`src/rtl/bus8_arb_rr_x2.sv`:
```
// Two-master round-robin arbiter and single-command sequencer for the 8-bit register bus.
// Define BUS8_ARB_TIMEOUT_EN to abort reads that never see i_Bus_Rd_DV (flagged on o_Mx_Err).
module bus8_arb_rr_x2 #(
   parameter int unsigned ADDR_W         = 8,
   parameter int unsigned TIMEOUT_CYCLES = 15
) (
   input  logic              i_Bus_Rst_L,
   input  logic              i_Bus_Clk,
   input  logic              i_M0_Req,
   input  logic              i_M0_Wr_Rd_n,
   input  logic [ADDR_W-1:0] i_M0_Addr,
   input  logic [7:0]        i_M0_Wr_Data,
   output logic              o_M0_Ack,
   output logic [7:0]        o_M0_Rd_Data,
   output logic              o_M0_Err,
   input  logic              i_M1_Req,
   input  logic              i_M1_Wr_Rd_n,
   input  logic [ADDR_W-1:0] i_M1_Addr,
   input  logic [7:0]        i_M1_Wr_Data,
   output logic              o_M1_Ack,
   output logic [7:0]        o_M1_Rd_Data,
   output logic              o_M1_Err,
   output logic              o_Bus_CS,
   output logic              o_Bus_Wr_Rd_n,
   output logic [ADDR_W-1:0] o_Bus_Addr,
   output logic [7:0]        o_Bus_Wr_Data,
   input  logic [7:0]        i_Bus_Rd_Data,
   input  logic              i_Bus_Rd_DV
);

   typedef enum logic [1:0] {ST_IDLE, ST_ISSUE, ST_WAIT_RD} state_t;

   state_t            state_q, state_d;
   logic              last_q, last_d;     // 1: M1 was granted last
   logic              gnt_q, gnt_d;       // owner of the transaction in flight
   logic              cs_q, cs_d;
   logic              wr_rd_n_q, wr_rd_n_d;
   logic [ADDR_W-1:0] addr_q, addr_d;
   logic [7:0]        wr_data_q, wr_data_d;
   logic              ack0_q, ack0_d, ack1_q, ack1_d;
   logic [7:0]        rd0_q, rd0_d, rd1_q, rd1_d;

   logic              req0_v, req1_v, sel;
   logic              done, done_rd;
   logic [7:0]        done_data;

`ifdef BUS8_ARB_TIMEOUT_EN
   localparam logic [7:0] TO_LAST = 8'(TIMEOUT_CYCLES - 1);
   logic [7:0]        cnt_q, cnt_d;
   logic              err0_q, err0_d, err1_q, err1_d;
   logic              done_err;
`endif

   // A master's Req during its own Ack cycle is the tail of the finished transaction.
   assign req0_v = i_M0_Req & ~ack0_q;
   assign req1_v = i_M1_Req & ~ack1_q;

   always_comb begin
      state_d   = state_q;
      last_d    = last_q;
      gnt_d     = gnt_q;
      cs_d      = 1'b0;
      wr_rd_n_d = wr_rd_n_q;
      addr_d    = addr_q;
      wr_data_d = wr_data_q;
      ack0_d    = 1'b0;
      ack1_d    = 1'b0;
      rd0_d     = rd0_q;
      rd1_d     = rd1_q;
      sel       = 1'b0;
      done      = 1'b0;
      done_rd   = 1'b0;
      done_data = '0;
`ifdef BUS8_ARB_TIMEOUT_EN
      cnt_d     = cnt_q;
      err0_d    = 1'b0;
      err1_d    = 1'b0;
      done_err  = 1'b0;
`endif

      case (state_q)
         ST_IDLE: begin
            if (req0_v | req1_v) begin
               sel     = (req0_v & req1_v) ? ~last_q : req1_v;
               gnt_d   = sel;
               last_d  = sel;
               cs_d    = 1'b1;
               state_d = ST_ISSUE;
               if (sel) begin
                  wr_rd_n_d = i_M1_Wr_Rd_n;
                  addr_d    = i_M1_Addr;
                  wr_data_d = i_M1_Wr_Data;
               end else begin
                  wr_rd_n_d = i_M0_Wr_Rd_n;
                  addr_d    = i_M0_Addr;
                  wr_data_d = i_M0_Wr_Data;
               end
            end
         end
         ST_ISSUE: begin
            if (wr_rd_n_q) begin
               done    = 1'b1;
               state_d = ST_IDLE;
            end else begin
               state_d = ST_WAIT_RD;
`ifdef BUS8_ARB_TIMEOUT_EN
               cnt_d   = '0;
`endif
            end
         end
         ST_WAIT_RD: begin
            if (i_Bus_Rd_DV) begin
               done      = 1'b1;
               done_rd   = 1'b1;
               done_data = i_Bus_Rd_Data;
               state_d   = ST_IDLE;
            end
`ifdef BUS8_ARB_TIMEOUT_EN
            else if (cnt_q == TO_LAST) begin
               done      = 1'b1;
               done_rd   = 1'b1;
               done_err  = 1'b1;
               state_d   = ST_IDLE;
            end else begin
               cnt_d = cnt_q + 8'd1;
            end
`endif
         end
         default: state_d = ST_IDLE;
      endcase

      if (done) begin
         if (gnt_q) begin
            ack1_d = 1'b1;
            if (done_rd) rd1_d = done_data;
`ifdef BUS8_ARB_TIMEOUT_EN
            err1_d = done_err;
`endif
         end else begin
            ack0_d = 1'b1;
            if (done_rd) rd0_d = done_data;
`ifdef BUS8_ARB_TIMEOUT_EN
            err0_d = done_err;
`endif
         end
      end
   end

   always_ff @(posedge i_Bus_Clk or negedge i_Bus_Rst_L) begin
      if (!i_Bus_Rst_L) begin
         state_q   <= ST_IDLE;
         last_q    <= 1'b1;
         gnt_q     <= 1'b0;
         cs_q      <= 1'b0;
         wr_rd_n_q <= 1'b0;
         addr_q    <= '0;
         wr_data_q <= '0;
         ack0_q    <= 1'b0;
         ack1_q    <= 1'b0;
         rd0_q     <= '0;
         rd1_q     <= '0;
`ifdef BUS8_ARB_TIMEOUT_EN
         cnt_q     <= '0;
         err0_q    <= 1'b0;
         err1_q    <= 1'b0;
`endif
      end else begin
         state_q   <= state_d;
         last_q    <= last_d;
         gnt_q     <= gnt_d;
         cs_q      <= cs_d;
         wr_rd_n_q <= wr_rd_n_d;
         addr_q    <= addr_d;
         wr_data_q <= wr_data_d;
         ack0_q    <= ack0_d;
         ack1_q    <= ack1_d;
         rd0_q     <= rd0_d;
         rd1_q     <= rd1_d;
`ifdef BUS8_ARB_TIMEOUT_EN
         cnt_q     <= cnt_d;
         err0_q    <= err0_d;
         err1_q    <= err1_d;
`endif
      end
   end

   assign o_Bus_CS      = cs_q;
   assign o_Bus_Wr_Rd_n = wr_rd_n_q;
   assign o_Bus_Addr    = addr_q;
   assign o_Bus_Wr_Data = wr_data_q;
   assign o_M0_Ack      = ack0_q;
   assign o_M1_Ack      = ack1_q;
   assign o_M0_Rd_Data  = rd0_q;
   assign o_M1_Rd_Data  = rd1_q;
`ifdef BUS8_ARB_TIMEOUT_EN
   assign o_M0_Err      = err0_q;
   assign o_M1_Err      = err1_q;
`else
   assign o_M0_Err      = 1'b0;
   assign o_M1_Err      = 1'b0;
`endif

endmodule

```
`config.mk`:
```
export PLATFORM = sky130hd
export DESIGN_NAME = bus8_arb_rr_x2
export DESIGN_NICKNAME = d
export VERILOG_FILES = /design/src/rtl/bus8_arb_rr_x2.sv
export SDC_FILE = /design/constraint.sdc
export NUM_CORES = 1
export LEC_CHECK = 0
export ABC_AREA = 1
export BUFFER_PORTS_ARGS = -buffer_cell sky130_fd_sc_hd__buf_2
export CORE_MARGIN = 2
export CORE_UTILIZATION = 35
export CTS_CLUSTER_SIZE = 12
export DETAILED_ROUTE_END_ITERATION = 7
export HOLD_SLACK_MARGIN = 0.02
export PLACE_DENSITY = 0.72
export SLEW_MARGIN = 5
export SYNTH_ARGS = -nofsm -noshare
export SYNTH_HDL_FRONTEND = slang
export SYNTH_SLANG_ARGS = --single-unit
```
`constraint.sdc`:
```
create_clock -name i_Bus_Clk -period 2.5 [get_ports i_Bus_Clk]
set_input_delay 0.125 -clock i_Bus_Clk [delete_from_list [all_inputs] [get_ports i_Bus_Clk]]
set_output_delay 0.125 -clock i_Bus_Clk [all_outputs]
set_load 0.03 [all_outputs]
```
==> impl_metrics.toml, run 1 <==
[yosys]
synth-simple-area-share = 0.2999
syn_area_per_cell_um2 = 7.916
synth_common_cells = "83 x nand2_1, 42 x inv_1, 39 x dfrtp_1"
synth.most_common_cell = "nand2_1"
synth_largest_area_cell = "dfrtp_1"
synth_compound_area_frac = 0.04854
async_flop_share = 1.000
yosysWarnings = 0
synth_top_area_frac = 0.4854
synth_edf_count = 0
synth_top_family_by_area = "simple AND/OR/NAND/NOR gates"
synth_xor_area_frac = 0
ys_seq_area_frac = 0.4984
synthAdderAreaFrac = 0.02489
synth_ff_type = "dfrtp_1"
synth.distinct_cells = 21
ys_ff_latch = 40
synth.mux.area_fraction = 0
synth_area_leaders = "dfrtp_1 49%, nand2_1 15%, nand3_1 9.0%"
syn_area_um2 = 2011
synth_cells = 254

[clocking]
cts_sinks = 40
cts_resized = 0
cts_buffers = 5
clock_path_buffers = 2
h-tree-depth = 2
cts.clk_slew.worst_paths_ns = 0.07
cts-root-buf = "clkbuf_8"
clk_latency_ns = 0.29
cts_tree = "yes"

[cells_and_area]
final_area_um2 = 2530
drive_above_1_share = 0.2976
fill_cells = 572
utilization = 0.4566
regArea_um2 = 1002
area_growth_pct = 25.82
antenna_cells = 0
multi_input_area_um2 = 758.2
nets = 386

[run_status]
status = "finished, final reports clean"

[global_route]
grt_pass1_vias = 1801
grt_usage = 0.1543
grt_util_met3 = 0.04186
globalRoute.busiestLayer = "met2"
grt_first_pass_wirelength_um = 7755
gr-total-overflow = 0
use_met2 = 0.2672
antenna_found_initial = 0
grt_util_met1 = 0.1846
grt_start_max_net_pins = 41

[timing]
rsz0062_at_grt = "no"
finClkSkew_ns = 0.005127
hold_viol = 0
slew_viol_final = 0
max_freq_ghz = 0.6330
finalSetupViolCount = 0
post-route-min-period_ns = 1.580
tns_ns = 0
setup_ws_ns = 0.9202
worst_pin_slew_ns = 0.9043
timing.final.crit_share = 0.6319
maxSlewHeadroom = 0.3971

[drt]
wl_um = 4658
drc = 0
drt_iter0_markers = 85
antenna_left = 0
wl_per_cell_um = 11.42
vias_per_cell = 4.488
drt_first_pass_iters = 4
via_count = 1831

[floorplan]
dieArea_um2 = 6367
core_area_um2 = 5540
num_rows = 27
ios = 85
die-height_um = 79.80
initial_core_util = 0.3629
die_w_um = 79.80

[place]
dpl_cell_area_um2 = 2430
port-buffer-count = 82
dp_slack_ns = 0.9109
place.gp.congestion = 0.7851
post-dp-hpwl_um = 3314

[power]
power_mw = 3.059
p_leak_nw = 1.510
irDropWorstVdd_mv = 0.4532
p_per_area_nw_per_um2 = 1209

[critical_path]
end_kind = "register"
critical_path_arrival_ns = 1.76
timing.rr.start = "last_q$_DFFE_PN1P_"
startpoint = "last_q$_DFFE_PN1P_"
crit_path_max_fanout = 19
worstSetupPathType = "reg2reg"
startpoint_type = "register"
critical_path_required_ns = 2.68

[hold_path]
hold_class = "in2reg"
min-delay-start = "i_Bus_Rd_Data[6]"

[flow_run]
max-cap-violations = 0
## area by class of cell
| cell class | count | share of cell area |
|---|---|---|
| sequential | 40 | 0.3961 |
| multi-input combinational | 160 | 0.2997 |
| timing repair buffer | 83 | 0.1662 |
| inverter | 45 | 0.06677 |
| clock buffer | 8 | 0.03561 |
| tap | 72 | 0.03561 |
## sequential cells by signal (all words and copies together) (netlist names)
signal and flops:
o_M0_Rd_Data 8, gnt_q 1, o_M0_Ack 1, o_M1_Rd_Data 8, last_q 1, o_Bus_Wr_Rd_n 1, o_Bus_Addr 8, state_q 2
o_Bus_Wr_Data 8, o_M1_Ack 1, o_Bus_CS 1
## critical path: stages, from the launching register on
cell	delay (ns)
dfstp_2	0.54
nand3_2	0.35
nand2_4	0.34
nand2_1	0.09
nand3_1	0.09
nand2_1	0.06
## where the power goes
part           internal, mW  switching (mW)
logic                 0.435            1.08
registers             0.937           0.167
clock network         0.225           0.215
total                  1.60            1.46
## final timing paths
path,to,slack [ns],cells after the start
max in group asynchronous,o_M0_Rd_Data[2]$_DFFE_PN0P_,1.44,2
max reg2reg,o_Bus_Addr[5]$_DFFE_PN0P_,0.92,5
min reg2reg,o_Bus_Addr[3]$_DFFE_PN0P_,0.48,2
min,o_M0_Rd_Data[6]$_DFFE_PN0P_,0.09,3
min in group asynchronous,o_M1_Rd_Data[1]$_DFFE_PN0P_,0.49,2
max,o_Bus_Addr[5]$_DFFE_PN0P_,0.92,5
## cell usage in the layout, fill, tap and decap left out, drive strengths merged
master	instances
nand4	2
buf	82
dfrtp	39
nand3	37
dlygate4sd3	1
nor2	12
clkbuf	8
dfstp	1
inv	45
a21oi	8
conb	2
ha	4
nand2	85
o21ai	10
## timing repair
item / 4_1_cts / 5_1_grt
hold buffers: 1 / 0
hold endpoints to repair: 39 / 0
buffers inserted: 0 / 0
endpoints found under the setup margin: 0 / 0
## metal layers
layer	part of all wire	wire [µm]
met1	0.43	2001
met2	0.49	2291
met3	0.063	294
met5	0	0
met4	0.015	71
## metrics by stage
step	hold WS [ns]	std cells
3_3_place_gp	0.3116	399
2_1_floorplan	-0.1706	255
4_1_cts	0.08276	408
6_report	0.08724	408
3_5_place_dp	0.3075	399
5_1_grt	0.09871	408
## cells by family after synthesis
group,after synthesis
compound gates,18
fa+ha+maj,4
buf+inv,55
flops,40
other cells,1
simple gates,136
No activity file was read; power rests on OpenSTA's default activity.
==> run 2, diff against run 1 <==
==> constraint.sdc (replaced) <==
create_clock -name i_Bus_Clk -period 1.6 [get_ports i_Bus_Clk]
set_input_delay 0.08 -clock i_Bus_Clk [delete_from_list [all_inputs] [get_ports i_Bus_Clk]]
set_output_delay 0.08 -clock i_Bus_Clk [all_outputs]
set_load 0.03 [all_outputs]
==> run 2 against run 1 <==
Compared with the run above:
- clock power up 39%
- sequential share of layout area is 0.99 points lower
- largest power group unchanged
- via count grew 0.71%
- largest cell class unchanged
- setup slack got worse by 0.78 ns
- count of clock-buffer cells in the layout decreased by 2
- first-iteration DRC count down 28%
- sequential power is 57% higher
==> impl_metrics.toml, run 2 (synthesis gave the netlist of run 1 again) <==
[run_status]
status = "finished, final reports clean"

[floorplan]
dieArea_um2 = 6367
die_w_um = 79.80
initial_core_util = 0.3629
core_area_um2 = 5540
num_rows = 27
die-height_um = 79.80
ios = 85

[drt]
wl_per_cell_um = 11.13
antenna_left = 0
drt_first_pass_iters = 4
via_count = 1844
vias_per_cell = 4.454
drc = 0
drt_iter0_markers = 61
wl_um = 4608

[clocking]
cts_tree = "yes"
cts_resized = 0
cts_buffers = 5
cts.clk_slew.worst_paths_ns = 0.07
cts-root-buf = "clkbuf_8"
clock_path_buffers = 2
cts_sinks = 40
h-tree-depth = 2
clk_latency_ns = 0.28

[global_route]
antenna_found_initial = 0
gr-total-overflow = 0
grt_start_max_net_pins = 22
grt_usage = 0.1523
grt_pass1_vias = 1773
grt_first_pass_wirelength_um = 7686

[critical_path]
worstSetupPathType = "reg2reg"
crit_path_max_fanout = 16
reg2regPathDepth = 7
end_kind = "register"
critical_path_required_ns = 1.81
startpoint = "state_q[1]$_DFFE_PN0P_"
reg2reg_to = "o_M0_Rd_Data[5]$_DFFE_PN0P_"
startpoint_type = "register"
rrSetupSlack_ns = 0.14
timing.rr.start = "state_q[1]$_DFFE_PN0P_"
critical_path_arrival_ns = 1.66

[power]
p_per_area_nw_per_um2 = 1833
combPwrFrac = 0.509
power_frac_clock = 0.129
power_switching_mw = 2.270
p_sw_frac = 0.4771
intPower_mw = 2.488
p_seq_frac = 0.363
irDropWorstVdd_mv = 0.7587
p_leak_nw = 1.545

[hold_path]
hold_end = "o_M0_Rd_Data[6]$_DFFE_PN0P_"
hold_class = "in2reg"
min-delay-start = "i_Bus_Rd_Data[6]"
hold_path_depth = 3

[place]
port-buffer-count = 82
dpl_cell_area_um2 = 2487
post-dp-hpwl_um = 3467
place.gp.congestion = 0.7930

[cells_and_area]
area_growth_pct = 29.06
layout_common_cells = "83 x nand2_1, 82 x buf_2, 42 x inv_1"
antenna_cells = 0
nets = 393
layout_commonest_cell = "nand2_1"
final_area_um2 = 2595
fill_cells = 584
drive_above_1_share = 0.3129

[flow_run]
max-cap-violations = 0

[timing]
timing.final.crit_share = 0.9099
finalSetupViolCount = 0
rsz0062_at_grt = "no"
tns_ns = 0
hold_viol = 0
finClkSkew_ns = 0.002385
post-route-min-period_ns = 1.456
slew_viol_final = 0
max_freq_ghz = 0.6869
run 2: cell count changes in the layout (fill, tap and decap cells not counted):
| cell | previous run | this run |
|---|---|---|
| buf_12 | 0 | 2 |
| buf_4 | 0 | 5 |
| clkbuf_1 | 2 | 1 |
| clkbuf_8 | 6 | 5 |
| clkinv_2 | 0 | 1 |
run 2: worst max-delay path, cell delays in order (launching register included):
cell and delay (ns):
dfrtp_1 0.40, inv_1 0.08, ha_1 0.32, nand3_1 0.13
nor2_4 0.15, buf_12 0.14, nor2_1 0.04, a21oi_1 0.12
run 2: per-stage QoR:
stage                     power [mW]  setup WS (ns)  instances  hold slack (ns)    util
after global placement         4.128         0.1862        405          0.07429  0.4490
after floorplan                3.497         0.2403        255          -0.2156       -
after global routing           5.126        0.03573        414          0.05966  0.4684
after detailed placement       4.174        0.08987        405          0.07179  0.4490
after CTS                      4.803        0.07477        413          0.04642  0.4648
final                          4.757         0.1442        414          0.05248  0.4684
run 2: layer usage:
layer	track usage	wire [µm]	up-vias
met3	0.03959	236	6
li1	-	-	946
met5	0	0	-
met4	0.04746	70	0
met1	0.1916	2060	842
met2	0.2563	2240	50
run 2: what timing repair did:
| item | CTS | global route |
|---|---|---|
| setup buffers | 0 | 1 |
| hold buffers | 1 | 0 |
| endpoints found under the hold margin | 18 | 0 |
| endpoints found under the setup margin | 0 | 4 |
run 2: area by class of cell:
cell class,instances,area [µm²],area share
multi-input combinational,160,758.2,0.2922
inverter,45,168.9,0.06509
clock inverter,1,5.005,0.001929
tap,72,90.09,0.03472
clock buffer,6,72.57,0.02797
sequential,40,1002,0.3862
timing repair buffer,90,498.0,0.1919
run 2: power by group through the flow:
stage          logic, mW  clock network [mW]  registers [mW]
3_3_place_gp        2.39                   0            1.74
3_5_place_dp        2.44                   0            1.74
5_1_grt             2.67               0.684            1.77
4_1_cts             2.44               0.640            1.73
2_1_floorplan      0.988                   0            2.51
6_report            2.42               0.612            1.73
run 2: how the worst max path moves through the flow:
stage | depth (start not counted) | slack (ns) | endpoint
2_1_floorplan | 7 | 0.24 | o_M0_Rd_Data[6]$_DFFE_PN0P_
3_3_place_gp | 6 | 0.19 | o_M0_Rd_Data[6]$_DFFE_PN0P_
3_5_place_dp | 6 | 0.09 | o_M0_Rd_Data[5]$_DFFE_PN0P_
4_1_cts | 6 | 0.07 | o_M0_Rd_Data[5]$_DFFE_PN0P_
5_1_grt | 7 | 0.04 | o_M0_Rd_Data[3]$_DFFE_PN0P_
6_report | 7 | 0.14 | o_M0_Rd_Data[5]$_DFFE_PN0P_
==> run 3, diff against run 2 <==
--- a/config.mk
+++ b/config.mk
@@ -11,6 +11,7 @@
 export CORE_UTILIZATION = 35
 export CTS_CLUSTER_SIZE = 12
 export DETAILED_ROUTE_END_ITERATION = 7
+export GPL_TIMING_DRIVEN = 0
 export HOLD_SLACK_MARGIN = 0.02
 export PLACE_DENSITY = 0.72
 export SLEW_MARGIN = 5
==> run 3 against run 2 <==
Compared with the run above:
- sequential share of layout area shrank 0.55 points
- clock skew grew 0.0014 ns
- via count grew 3.1%
- non-clock buffer count grew 5
- largest power group unchanged
- sequential power is essentially flat
- clock power grew 14%
- highest routed layer unchanged
==> impl_metrics.toml, run 3 (synthesis gave the netlist of run 1 again) <==
[cells_and_area]
area_growth_pct = 30.93
fill_cells = 593
nets = 398
drive_above_1_share = 0.3218
final_area_um2 = 2633
layout_common_cells = "83 x nand2_1, 83 x buf_2, 42 x inv_1"
multi_input_area_um2 = 758.2
regArea_um2 = 1002
antenna_cells = 0
final_cells = 420

[global_route]
grt_pass1_vias = 1838
grt_start_max_net_pins = 41
grt_first_pass_wirelength_um = 8031
grt_usage = 0.1618
antenna_found_initial = 0
gr-total-overflow = 0

[timing]
hold_viol = 0
worst_pin_slew_ns = 0.8928
finClkSkew_ns = 0.003788
slew_viol_final = 0
max_freq_ghz = 0.6798
finalSetupViolCount = 0
timing.final.crit_share = 0.9194
post-route-min-period_ns = 1.471
maxSlewHeadroom = 0.4048
rsz0062_at_grt = "yes"

[drt]
wl_um = 4838
vias_per_cell = 4.526
via_count = 1901
drc = 0
wl_per_cell_um = 11.52
drt_first_pass_iters = 4
antenna_left = 0
drt_iter0_markers = 53

[place]
place.gp.congestion = 0.7855
placedCellCount = 409
dpl_cell_area_um2 = 2515
port-buffer-count = 82
post-dp-hpwl_um = 3615

[power]
p_per_area_nw_per_um2 = 1865
irDropWorstVdd_mv = 0.8927
p_leak_nw = 1.572
power_mw = 4.909

[critical_path]
critical_path_arrival_ns = 1.66
startpoint_type = "register"
crit_path_max_fanout = 10
critical_path_required_ns = 1.79
worstSetupPathType = "reg2reg"
crit_path_top_delay_cell = "dfrtp_1"
path_cells = "inv_1 > ha_1 > nand4_2 > buf_4 > nand2_1 > o21ai_1"
end_kind = "register"
cp_slowest_stage_delay_ns = 0.41

[run_status]
status = "finished, final reports clean"

[clocking]
cts_tree = "yes"
h-tree-depth = 2
cts-root-buf = "clkbuf_8"
cts.clk_slew.worst_paths_ns = 0.08
clock_path_buffers = 2
cts_buffers = 5
cts_sinks = 40
clk_latency_ns = 0.29

[floorplan]
initial_core_util = 0.3629
num_rows = 27
die-height_um = 79.80
core_area_um2 = 5540
dieArea_um2 = 6367
ios = 85
die_w_um = 79.80

[flow_run]
max-cap-violations = 0

[hold_path]
hold_class = "in2reg"
==> run 3: cell count changes in the layout (fill, tap and decap cells not counted) <==
cell	previous run	this run
clkbuf_8	5	6
buf_6	0	4
clkinv_2	1	0
buf_12	2	0
buf_2	82	83
clkbuf_1	1	2
buf_4	5	7
==> run 3: worst max-delay path, delay by kind of cell (launching register included) <==
family                     cells  cell delay (ns)
AOI/OAI and AO/OA              1             0.05
buffers and inverters          2             0.32
and+or+nand+nor                2             0.25
DFF                            1             0.41
adders and majority gates      1             0.33
==> run 3: report_power, final <==
part | internal [mW] | switching (mW) | total, mW
clock | 0.352 | 0.346 | 0.698
combinational | 0.780 | 1.70 | 2.48
sequential | 1.46 | 0.264 | 1.73
total | 2.60 | 2.31 | 4.91
==> run 3: layout make-up <==
class                      instances  share of cell area
timing repair buffer              85              0.1654
multi-input combinational        160              0.2880
inverter                          45             0.06416
buffer                            10             0.03327
sequential                        40              0.3807
tap                               72             0.03422
clock buffer                       8             0.03422
==> run 3: per-layer routing <==
layer	track usage	vias up	wire (µm)
li1	-	960	-
met1	0.1935	872	2063
met2	0.2790	60	2446
met3	0.03959	9	259
met4	0.06441	0	68
met5	0	-	0
==> run 3: worst paths after layout <==
path | start | endpoint | slack [ns] | cells after the start
min in group asynchronous | i_Bus_Rst_L | o_M0_Rd_Data[7]$_DFFE_PN0P_ | 0.46 | 2
setup / recovery | state_q[1]$_DFFE_PN0P_ | o_M1_Rd_Data[6]$_DFFE_PN0P_ | 0.13 | 6
setup reg to reg | state_q[1]$_DFFE_PN0P_ | o_M1_Rd_Data[6]$_DFFE_PN0P_ | 0.13 | 6
hold / removal | i_Bus_Rd_Data[6] | o_M0_Rd_Data[6]$_DFFE_PN0P_ | 0.05 | 3
hold reg to reg | o_Bus_Wr_Data[3]$_DFFE_PN0P_ | o_Bus_Wr_Data[3]$_DFFE_PN0P_ | 0.48 | 2
max in group asynchronous | i_Bus_Rst_L | o_M0_Rd_Data[1]$_DFFE_PN0P_ | 0.58 | 2
==> run 3: what timing repair did <==
action,in CTS,in global routing
resized for setup,0,2
hold buffers,1,0
hold endpoints to repair,39,0
endpoints found under the setup margin,0,14
setup buffers,0,2
==> run 3: through the flow <==
| step | TNS [ns] | util | worst slack [ns] | hold WS [ns] |
|---|---|---|---|---|
| 2_1_floorplan | 0 | - | 0.2403 | -0.2156 |
| 4_1_cts | 0 | 0.4720 | 0.05563 | 0.03433 |
| 6_report | 0 | 0.4752 | 0.1290 | 0.04671 |
| 5_1_grt | -0.07945 | 0.4752 | -0.02990 | 0.04874 |
| 3_3_place_gp | 0 | 0.4539 | 0.1247 | 0.2549 |
| 3_5_place_dp | 0 | 0.4539 | 0.08084 | 0.2617 |
